**config.mk**
```make
export PLATFORM = sky130hd
export DESIGN_NAME = mont_digit_sequencer
export DESIGN_NICKNAME = d
export VERILOG_FILES = /design/src/rtl/mont_pkg.sv /design/src/rtl/mont_q_digit.sv /design/src/rtl/mont_digit_sequencer.sv
export SDC_FILE = /design/constraint.sdc
export NUM_CORES = 2
export LEC_CHECK = 0
export ABC_AREA = 0
export BUFFER_PORTS_ARGS = -buffer_cell sky130_fd_sc_hd__buf_4
export CAP_MARGIN = 30
export CORE_AREA = 2 2 400 402
export DETAILED_ROUTE_END_ITERATION = 8
export DIE_AREA = 0 0 402 404
export GPL_TIMING_DRIVEN = 0
export SYNTH_ARGS = -nofsm -noshare
export SYNTH_HDL_FRONTEND = slang
export SYNTH_SLANG_ARGS = --single-unit
```
**constraint.sdc**
```tcl
create_clock -name clk -period 3.3 [get_ports clk]
set_clock_uncertainty 0.1 [all_clocks]
set_input_delay 0.66 -clock clk [delete_from_list [all_inputs] [get_ports clk]]
set_output_delay 0.66 -clock clk [all_outputs]
set_load 0.1 [all_outputs]
```
**src/rtl/mont_pkg.sv**
```systemverilog
// Shared definitions for the radix-4 Montgomery digit sequencer: mux select codes,
// FSM states and the quotient-digit helper. Optional feature macro: MONT_SKIP_ZERO_EN.
package mont_pkg;

    localparam logic [2:0] SEL_ZERO = 3'b000;
    localparam logic [2:0] SEL_M    = 3'b001;
    localparam logic [2:0] SEL_2M   = 3'b010;
    localparam logic [2:0] SEL_3M   = 3'b011;
    localparam logic [2:0] SEL_B    = 3'b100;
    localparam logic [2:0] SEL_2B   = 3'b101;
    localparam logic [2:0] SEL_3B   = 3'b110;

    typedef enum logic [2:0] {
        ST_IDLE,
        ST_ISSUE_B,
        ST_WAIT_B,
        ST_ISSUE_M,
        ST_WAIT_M,
        ST_SHIFT,
        ST_FINISH
    } state_t;

    // q = -(c * m) mod 4, which zeroes the two accumulator LSBs once q*M is added.
    function automatic logic [1:0] q_digit(input logic [1:0] c, input logic [1:0] m);
        logic [3:0] prod;
        prod = {2'b00, c} * {2'b00, m};
        return 2'(4'd0 - prod);
    endfunction

    function automatic logic [2:0] b_select(input logic [1:0] d);
        case (d)
            2'd1:    return SEL_B;
            2'd2:    return SEL_2B;
            2'd3:    return SEL_3B;
            default: return SEL_ZERO;
        endcase
    endfunction

    function automatic logic [2:0] m_select(input logic [1:0] q);
        case (q)
            2'd1:    return SEL_M;
            2'd2:    return SEL_2M;
            2'd3:    return SEL_3M;
            default: return SEL_ZERO;
        endcase
    endfunction

endpackage

```
**src/rtl/mont_q_digit.sv**
```systemverilog
// Combinational Montgomery quotient digit from accumulator LSBs and M[1:0].
// Optional feature macro: MONT_SKIP_ZERO_EN (no effect in this file).
module mont_q_digit
    import mont_pkg::*;
(
    input  logic [1:0] c_low,
    input  logic [1:0] m_low,
    output logic [1:0] q
);

    assign q = q_digit(c_low, m_low);

endmodule

```
**src/rtl/mont_digit_sequencer.sv**
```systemverilog
// Radix-4 Montgomery digit sequencer: walks A LSB-first and issues B/M operand selects.
// Optional feature macro: MONT_SKIP_ZERO_EN (skip zero adds instead of issuing select 000).
module mont_digit_sequencer
    import mont_pkg::*;
#(
    parameter int N = 1024
) (
    input  logic         clk,
    input  logic         reset,
    input  logic         start,
    input  logic [N-1:0] in_A,
    input  logic [1:0]   m_low,
    input  logic [1:0]   c_low,
    input  logic         add_done,
    output logic [2:0]   select,
    output logic         sel_valid,
    output logic         shift_en,
    output logic         busy,
    output logic         done
);

    localparam int DIGITS = N / 2;
    localparam int CW = (DIGITS > 1) ? $clog2(DIGITS) : 1;
    localparam logic [CW-1:0] LAST = CW'(DIGITS - 1);

    state_t        state_reg;
    logic [N-1:0]  a_sr_reg;
    logic [1:0]    m_reg;
    logic [1:0]    q_reg;
    logic [1:0]    c_reg;
    logic [CW-1:0] count_reg;
    logic [2:0]    select_reg;
    logic          sel_valid_reg;
    logic          shift_en_reg;
    logic          busy_reg;
    logic          done_reg;

    logic       accept;
    logic [1:0] digit_next;
    logic [1:0] m_src;
    logic [1:0] c_in;
    logic [1:0] q_val;

    state_t     entry_state;
    logic [2:0] entry_select;
    logic       entry_valid;
    logic       entry_shift;

    assign accept = start && ((state_reg == ST_IDLE) || (state_reg == ST_FINISH));

    // The next digit comes from in_A when launching, otherwise from the pre-shift register.
    assign digit_next = (state_reg == ST_SHIFT) ? a_sr_reg[3:2] : in_A[1:0];
    assign m_src      = accept ? m_low : m_reg;
    assign c_in       = (state_reg == ST_WAIT_B) ? c_low : (accept ? 2'b00 : c_reg);

    mont_q_digit u_q_digit (
        .c_low (c_in),
        .m_low (m_src),
        .q     (q_val)
    );

    // Entry into a digit, shared by the launch path and the digit-to-digit path.
    always_comb begin
        entry_state  = ST_ISSUE_B;
        entry_select = b_select(digit_next);
        entry_valid  = 1'b1;
        entry_shift  = 1'b0;
`ifdef MONT_SKIP_ZERO_EN
        if (digit_next == 2'd0) begin
            if (q_val == 2'd0) begin
                entry_state  = ST_SHIFT;
                entry_select = select_reg;
                entry_valid  = 1'b0;
                entry_shift  = 1'b1;
            end else begin
                entry_state  = ST_ISSUE_M;
                entry_select = m_select(q_val);
            end
        end
`endif
    end

    always_ff @(posedge clk) begin
        if (reset) begin
            state_reg     <= ST_IDLE;
            a_sr_reg      <= '0;
            m_reg         <= 2'b00;
            q_reg         <= 2'b00;
            c_reg         <= 2'b00;
            count_reg     <= '0;
            select_reg    <= SEL_ZERO;
            sel_valid_reg <= 1'b0;
            shift_en_reg  <= 1'b0;
            busy_reg      <= 1'b0;
            done_reg      <= 1'b0;
        end else begin
            sel_valid_reg <= 1'b0;
            shift_en_reg  <= 1'b0;
            done_reg      <= 1'b0;
            case (state_reg)
                ST_IDLE, ST_FINISH: begin
                    if (start) begin
                        a_sr_reg      <= in_A;
                        m_reg         <= m_low;
                        c_reg         <= 2'b00;
                        count_reg     <= '0;
                        busy_reg      <= 1'b1;
                        state_reg     <= entry_state;
                        select_reg    <= entry_select;
                        sel_valid_reg <= entry_valid;
                        shift_en_reg  <= entry_shift;
`ifdef MONT_SKIP_ZERO_EN
                        q_reg         <= q_val;
`endif
                    end else begin
                        state_reg <= ST_IDLE;
                    end
                end
                ST_ISSUE_B: state_reg <= ST_WAIT_B;
                ST_WAIT_B: begin
                    if (add_done) begin
                        q_reg <= q_val;
                        c_reg <= c_low;
`ifdef MONT_SKIP_ZERO_EN
                        if (q_val == 2'd0) begin
                            state_reg    <= ST_SHIFT;
                            shift_en_reg <= 1'b1;
                        end else begin
                            state_reg     <= ST_ISSUE_M;
                            select_reg    <= m_select(q_val);
                            sel_valid_reg <= 1'b1;
                        end
`else
                        state_reg     <= ST_ISSUE_M;
                        select_reg    <= m_select(q_val);
                        sel_valid_reg <= 1'b1;
`endif
                    end
                end
                ST_ISSUE_M: begin
                    select_reg <= m_select(q_reg);
                    state_reg  <= ST_WAIT_M;
                end
                ST_WAIT_M: begin
                    if (add_done) begin
                        state_reg    <= ST_SHIFT;
                        shift_en_reg <= 1'b1;
                    end
                end
                ST_SHIFT: begin
                    a_sr_reg  <= a_sr_reg >> 2;
                    count_reg <= count_reg + CW'(1);
                    if (count_reg == LAST) begin
                        state_reg  <= ST_FINISH;
                        select_reg <= SEL_ZERO;
                        busy_reg   <= 1'b0;
                        done_reg   <= 1'b1;
                    end else begin
                        state_reg     <= entry_state;
                        select_reg    <= entry_select;
                        sel_valid_reg <= entry_valid;
                        shift_en_reg  <= entry_shift;
`ifdef MONT_SKIP_ZERO_EN
                        q_reg         <= q_val;
`endif
                    end
                end
                default: state_reg <= ST_IDLE;
            endcase
        end
    end

    assign select    = select_reg;
    assign sel_valid = sel_valid_reg;
    assign shift_en  = shift_en_reg;
    assign busy      = busy_reg;
    assign done      = done_reg;

endmodule

```
== Word-level counts from Yosys, hierarchy flattened ==
Index checks and enable logic that the tools add are counted.
Word-level totals
  output and inout bits: 7
  logic and storage cells: 83
  flip-flop bits (word level): 1049
  input port bits: 1032
Operators by class
  bitwise logic cells: 2
  $mul: 1
  $add $sub $neg: 2
  equality and inequality tests: 20
  multiplexer cells: 31
  reductions and logical operators: 16
Operators by type and width (number)
  case mux 1024 bit (2 select lines): 1
  2-to-1 mux 1024 bit: 1
  2-to-1 mux 3 bit: 6
  case mux 3 bit (6 select lines): 1
  case mux 9 bit (2 select lines): 1
  == test 2 bit (second input constant): 6
  2-to-1 mux 2 bit: 6
  case mux 2 bit (3 select lines): 2
  case mux 3 bit (4 select lines): 1
  adder 9 x 1 -> 9 bit (second input constant): 1
  == test 3 bit (second input constant): 3
  == test 9 bit (second input constant): 1
  2-to-1 mux 9 bit: 1
  case mux 3 bit (3 select lines): 1
  AND reduction 3 bit: 3
  AND reduction 2 bit: 4
  2-to-1 mux 1 bit: 7
  == test 2 x 1 -> 1 bit (second input constant): 3
  == test 3 x 2 -> 1 bit (second input constant): 2
  inequality test 2 bit (second input constant): 3
  OR reduction 2 bit: 3
  case mux 2 bit (2 select lines): 1
  nonzero test 2 bit: 2
  nonzero test 4 bit: 1
  other kinds (10): 11

== Logic depth before layout (Yosys ltp) ==
  depth after elaboration: 11
  depth in mapped cells: 11
  depth with buffers taken out: 11

== Cells and area by module ==
From an unflattened synthesis, not the netlist that was laid out.
Unflattened totals
  cells, all modules: 5835
  area, all modules: 44731.7 um^2
Modules (own cells, without submodules)
  mont_digit_sequencer: seq. area each 20960.1 um^2, area each 44690.4 um^2, instances 1, cells each 5830
  mont_q_digit: seq. area each 0.0 um^2, area each 41.3 um^2, instances 1, cells each 5

== Least setup slack after synthesis ==
Ideal clock, no wire load.
  path type: register to register
  start point: register count_reg[0]
  end point: register select_reg[1] (netlist: select[1])
  slack: 1067 ps
  path buffers: 0
  required time: 3105 ps
  arrival: 2038 ps
  period minus slack after synthesis: 2233 ps
  stages on the path, launching flop included: 11
  setup time: 95 ps
  cell sequence: dfxtp_1 -> ha_1 -> and3_1 -> and3_1 -> and3_1 -> ha_1 -> nand4b_1 -> a21oi_1 -> nor2_1 -> o21a_1 -> a221oi_1
Between the ends
  word-level cells in the longest chain between the ends: 3
RTL lines
  from (decl): RTL line mont_digit_sequencer.sv:31  | logic [CW-1:0] count_reg;
  from (signal assigned): RTL line mont_digit_sequencer.sv:152  | count_reg <= count_reg + CW'(1);
  == test 9 bit: RTL line mont_digit_sequencer.sv:153  | if (count_reg == LAST) begin
  2-to-1 mux 3 bit: RTL line mont_digit_sequencer.sv:153
  case mux 3 bit (4 select lines): RTL line mont_digit_sequencer.sv:100  | case (state_reg)
  to (signal assigned): RTL line mont_digit_sequencer.sv:109  | select_reg <= entry_select;
  to (signal assigned): RTL line mont_digit_sequencer.sv:135  | select_reg <= m_select(q_val);
  to (signal assigned): RTL line mont_digit_sequencer.sv:160  | select_reg <= entry_select;
  to (decl): RTL line mont_digit_sequencer.sv:32  | logic [2:0] select_reg;
No other way between the ends.
A chain may end at the register's enable or synchronous reset.

== Final worst setup path ==
  start point: register state_reg[1]
  end point: register a_sr_reg[405]
Between the ends
  word-level cells in the longest chain between the ends: 4
  elaborated cells between the ends (all ways): 8
  those cells by class: eq/ne (3); mux (1); reduce/logical (4)
RTL lines
  from (decl): RTL line mont_digit_sequencer.sv:26  | state_t state_reg;
  from (signal assigned): RTL line mont_digit_sequencer.sv:108  | state_reg <= entry_state;
  from (signal assigned): RTL line mont_digit_sequencer.sv:159  | state_reg <= entry_state;
  == test 3 bit or zero test 3 bit (tied branches): RTL line mont_digit_sequencer.sv:100
  OR reduction 2 bit: RTL line mont_digit_sequencer.sv:100
  inequality test 2 bit (no line) or nonzero test 2 bit (tied branches)
  AND reduction 2 bit (no line)
  to (signal assigned): RTL line mont_digit_sequencer.sv:103  | a_sr_reg <= in_A;
  to (signal assigned): RTL line mont_digit_sequencer.sv:151  | a_sr_reg <= a_sr_reg >> 2;
  to (decl): RTL line mont_digit_sequencer.sv:27  | logic [N-1:0] a_sr_reg;
Several ways; a longest one is shown, not always the timed one.

==> impl_results.rst <==
.. list-table::
   :header-rows: 1

   * - Metric
     - Value
   * - Sw frac
     - between 20 and 30%
   * - Root buffer cell
     - sky130_fd_sc_hd__clkbuf_16
   * - Cells on worst reg2reg path
     - 7
   * - Gate count after technology mapping
     - 5847
   * - Mean area per synthesized cell
     - between 7 and 8 µm²
   * - Setup slack of the worst register-to-register path
     - 0.37 ns
   * - Worst relative slew slack
     - 37.43%
   * - Synthesized Nets
     - 6881
   * - Via count of the first global-routing pass
     - 44910
   * - Die Width
     - about 400 µm
   * - Total placed instance area
     - 55230 µm²
   * - Crit path from
     - state_reg[1]
   * - Area of all placed cells without fillers
     - 59260 µm²
   * - Final routed DRC violation total
     - 0
   * - Startpoint-to-endpoint class of the critical path
     - reg -> reg
   * - Hold path endpoint
     - a_sr_reg[140]
   * - H-tree depth
     - 3
   * - Switch Pwr
     - 10.75 mW
   * - Origin of the worst min-delay path
     - in_A[140]
   * - Number of antenna violations at the first check in global routing
     - 74
   * - Largest net degree at the start of global routing
     - 17
   * - Share of synthesized area occupied by flip-flops and latches
     - 46.74%
   * - Number of DRC markers in iteration 0
     - between 4000 and 5000
   * - Transition time of the tightest slew-check pin
     - 0.9385 ns
   * - Final Setup Violations
     - 0
   * - Starting density of the core
     - 28.41%
   * - Area Overhead vs Synth
     - 32.16%
   * - Post-DP HPWL
     - 147500 µm
   * - Setup repair after global routing missed its margin
     - false
   * - Signal arrival time at the worst endpoint
     - 3.47 ns
   * - Post-DRT Antenna Nets
     - 0
   * - Yosys synthesis warning count
     - 0
   * - Cell Area, Synth
     - 44840 µm²
   * - Ratio of routed vias to standard cells
     - roughly 5.2
   * - Largest fanout of any net on the critical path
     - 10
   * - Outcome
     - complete, no violations
   * - Cells resized by post-CTS repair
     - 0
   * - Clock sink count
     - 1047
   * - Global-route wire length before repair
     - roughly 280000 µm
   * - Worst hold path stage count
     - 3
   * - Total setup buffers inserted after CTS
     - 0
   * - Number of enable-type register cells in the synthesized netlist
     - 0
   * - PD cells
     - 609.7 nW/µm²
   * - Sort of element at the end of the critical path
     - flip-flop
   * - Flip-flop and latch count after synthesis
     - 1047
   * - Clock transition at the register clock pins on the worst setup and hold paths after CTS
     - 0.06 ns
   * - Share of post-route cells with drive strength above 1
     - 19.79%
   * - Overall global routing resource usage
     - roughly 22%
   * - Max-slew violation total from the final report
     - 0
   * - Final GP Congestion
     - 0.9206
   * - Static Leak
     - 24.27 nW
   * - Detailed-route wire length
     - between 150000 and 200000 µm
   * - Logic gate share of total power
     - ~20%
   * - Worst r2r dst
     - a_sr_reg[405]
   * - Total power of the final layout
     - 36.13 mW
   * - Final-stage net count
     - ~8000
   * - Maximum capacitance violations
     - 0
   * - TritonCTS clock tree
     - done
   * - Clock latency reported for the late side of the worst-skew pair
     - between 0.7 and 0.8 ns
   * - Highest-count cells in the layout ignoring fill and taps
     - sky130_fd_sc_hd__nand2_1 (2056), sky130_fd_sc_hd__buf_4 (1060), sky130_fd_sc_hd__nor2_1 (1050), sky130_fd_sc_hd__dfxtp_1 (1047), sky130_fd_sc_hd__a311oi_1 (1020)
   * - Std-Cell Core Area
     - between 150000 and 200000 µm²
   * - Reg power frac
     - approximately 43%
   * - Reg2reg start
     - state_reg[1]
   * - Global route overflow
     - 0
   * - Count of input and output buffers
     - between 1000 and 1500
   * - Overall die area
     - 162400 µm²
   * - Flip-flop count of the largest register, all copies and words added
     - 1022
   * - Share of async-settable or async-resettable flops after synthesis
     - 0%
   * - Final cycle utilization of the critical path
     - 88.79%
   * - Chip height
     - 404 µm
   * - Row cnt
     - 146
   * - Primary FF master, synth
     - sky130_fd_sc_hd__dfxtp_1
   * - Internal power
     - between 20 and 30 mW
   * - Largest voltage drop on the vdd net
     - 510.2 µV
   * - Number of buffers added to fix hold violations after cts
     - 0
   * - Worst-case hold slack
     - about 0.081 ns
   * - Io pins
     - 1039
   * - Sort of element at the start of the critical path
     - flip-flop
   * - Final worst path period need
     - between 2 and 3 ns
   * - Total CTS buffers
     - approximately 120
   * - Final Hold Violating Endpoints
     - 0
   * - Accumulated negative setup slack
     - 0 ns
   * - Count of distinct cell types in the synthesized netlist
     - 47
   * - Detail-routed net length per standard cell
     - between 20 and 25 µm
   * - Most common library cell in the layout ignoring fill and taps
     - sky130_fd_sc_hd__nand2_1
   * - Fraction of power consumed by the clock network
     - a little under two fifths
   * - Hold Path Class
     - in -> reg
   * - Crit path required time
     - 3.84 ns
   * - Number of vias in the routed layout
     - ~48000
   * - Max Clock Freq
     - ~0.34 GHz
   * - CTS Buffer Depth
     - 3
   * - Length of the first detailed-routing pass in iterations
     - 8
power by group through the flow:
stage	clock [mW]	sequential (mW)	combinational, mW
after global routing	14.2	15.8	7.81
after global placement	0	15.8	6.86
after CTS	13.7	15.6	7.04
after floorplan	0	15.7	4.44
after detailed placement	0	15.8	7.02
final	13.4	15.6	7.08
through the flow:
step                      std cells  setup slack (ns)  utilization [%]
after floorplan                5847             1.067                -
after global placement         8955           -0.7574            34.98
after detailed placement       8956            0.2168            34.99
after CTS                      9163            0.2029            37.47
after global routing           9211           0.08252            37.54
final                          9214            0.3698            37.55
per-layer routing:
layer	vias to the layer above	GRT usage, %	share of wire, %
li1	22740	-	-
met2	1611	36.26	47
met3	366	5.201	7.2
met1	22790	26.90	41
met5	-	0	0.079
met4	22	10.84	4.7
cells in the mapped netlist, types with 4 or more instances:
master	n	area (µm²)
sky130_fd_sc_hd__nand3_1	10	50.05
sky130_fd_sc_hd__buf_1	5	18.77
sky130_fd_sc_hd__buf_4	24	180.2
sky130_fd_sc_hd__and3_1	4	25.02
sky130_fd_sc_hd__o21a_1	4	30.03
sky130_fd_sc_hd__buf_6	24	270.3
sky130_fd_sc_hd__nor2_1	1050	3941
sky130_fd_sc_hd__o21ai_0	7	35.03
sky130_fd_sc_hd__a311oi_1	1020	8934
sky130_fd_sc_hd__nor2b_1	5	31.28
sky130_fd_sc_hd__clkbuf_1	396	1486
sky130_fd_sc_hd__buf_2	129	645.6
sky130_fd_sc_hd__nand2_1	2056	7717
sky130_fd_sc_hd__dfxtp_1	1047	20960
sky130_fd_sc_hd__a21oi_1	18	90.09
critical path, stage by stage, from the launching register on:
cell	delay (ns)
sky130_fd_sc_hd__dfxtp_1	0.39
sky130_fd_sc_hd__buf_4	0.19
sky130_fd_sc_hd__nand3b_2	0.29
sky130_fd_sc_hd__buf_4	0.39
sky130_fd_sc_hd__buf_2	0.51
sky130_fd_sc_hd__clkbuf_1	0.55
sky130_fd_sc_hd__nand2_1	0.12
sky130_fd_sc_hd__a311oi_1	0.30
worst max path at each step:
| stage | to | slack [ns] | depth (start not counted) |
|---|---|---|---|
| 2_1_floorplan | select[1] | 1.07 | 10 |
| 3_3_place_gp | a_sr_reg[409] | -0.76 | 4 |
| 3_5_place_dp | a_sr_reg[405] | 0.22 | 7 |
| 4_1_cts | a_sr_reg[405] | 0.20 | 7 |
| 5_1_grt | a_sr_reg[405] | 0.08 | 7 |
| 6_report | a_sr_reg[405] | 0.37 | 7 |
final cells by class:
type	count	area, µm²
Tap cell	2072	2592
Clock inverter	32	465.4
Sequential cell	1047	20960
Fill cell	16600	98570
Timing Repair Buffer	1037	7792
Inverter	3	11.26
Clock buffer	175	3436
Multi-Input combinational cell	4219	21270
Antenna cell	51	127.6
Buffer	578	2603
cells by family after synthesis:
logic type / share of synthesized area, %
AOI/OAI and AO/OA: 20.64
xor gates and xnor gates: 0.01954
adders and majority gates: 0.05580
buffers and inverters: 5.826
DFF: 46.74
muxes: 0.09208
and+or+nand+nor: 26.62
Note: power is estimated with default switching activity, not from simulation.
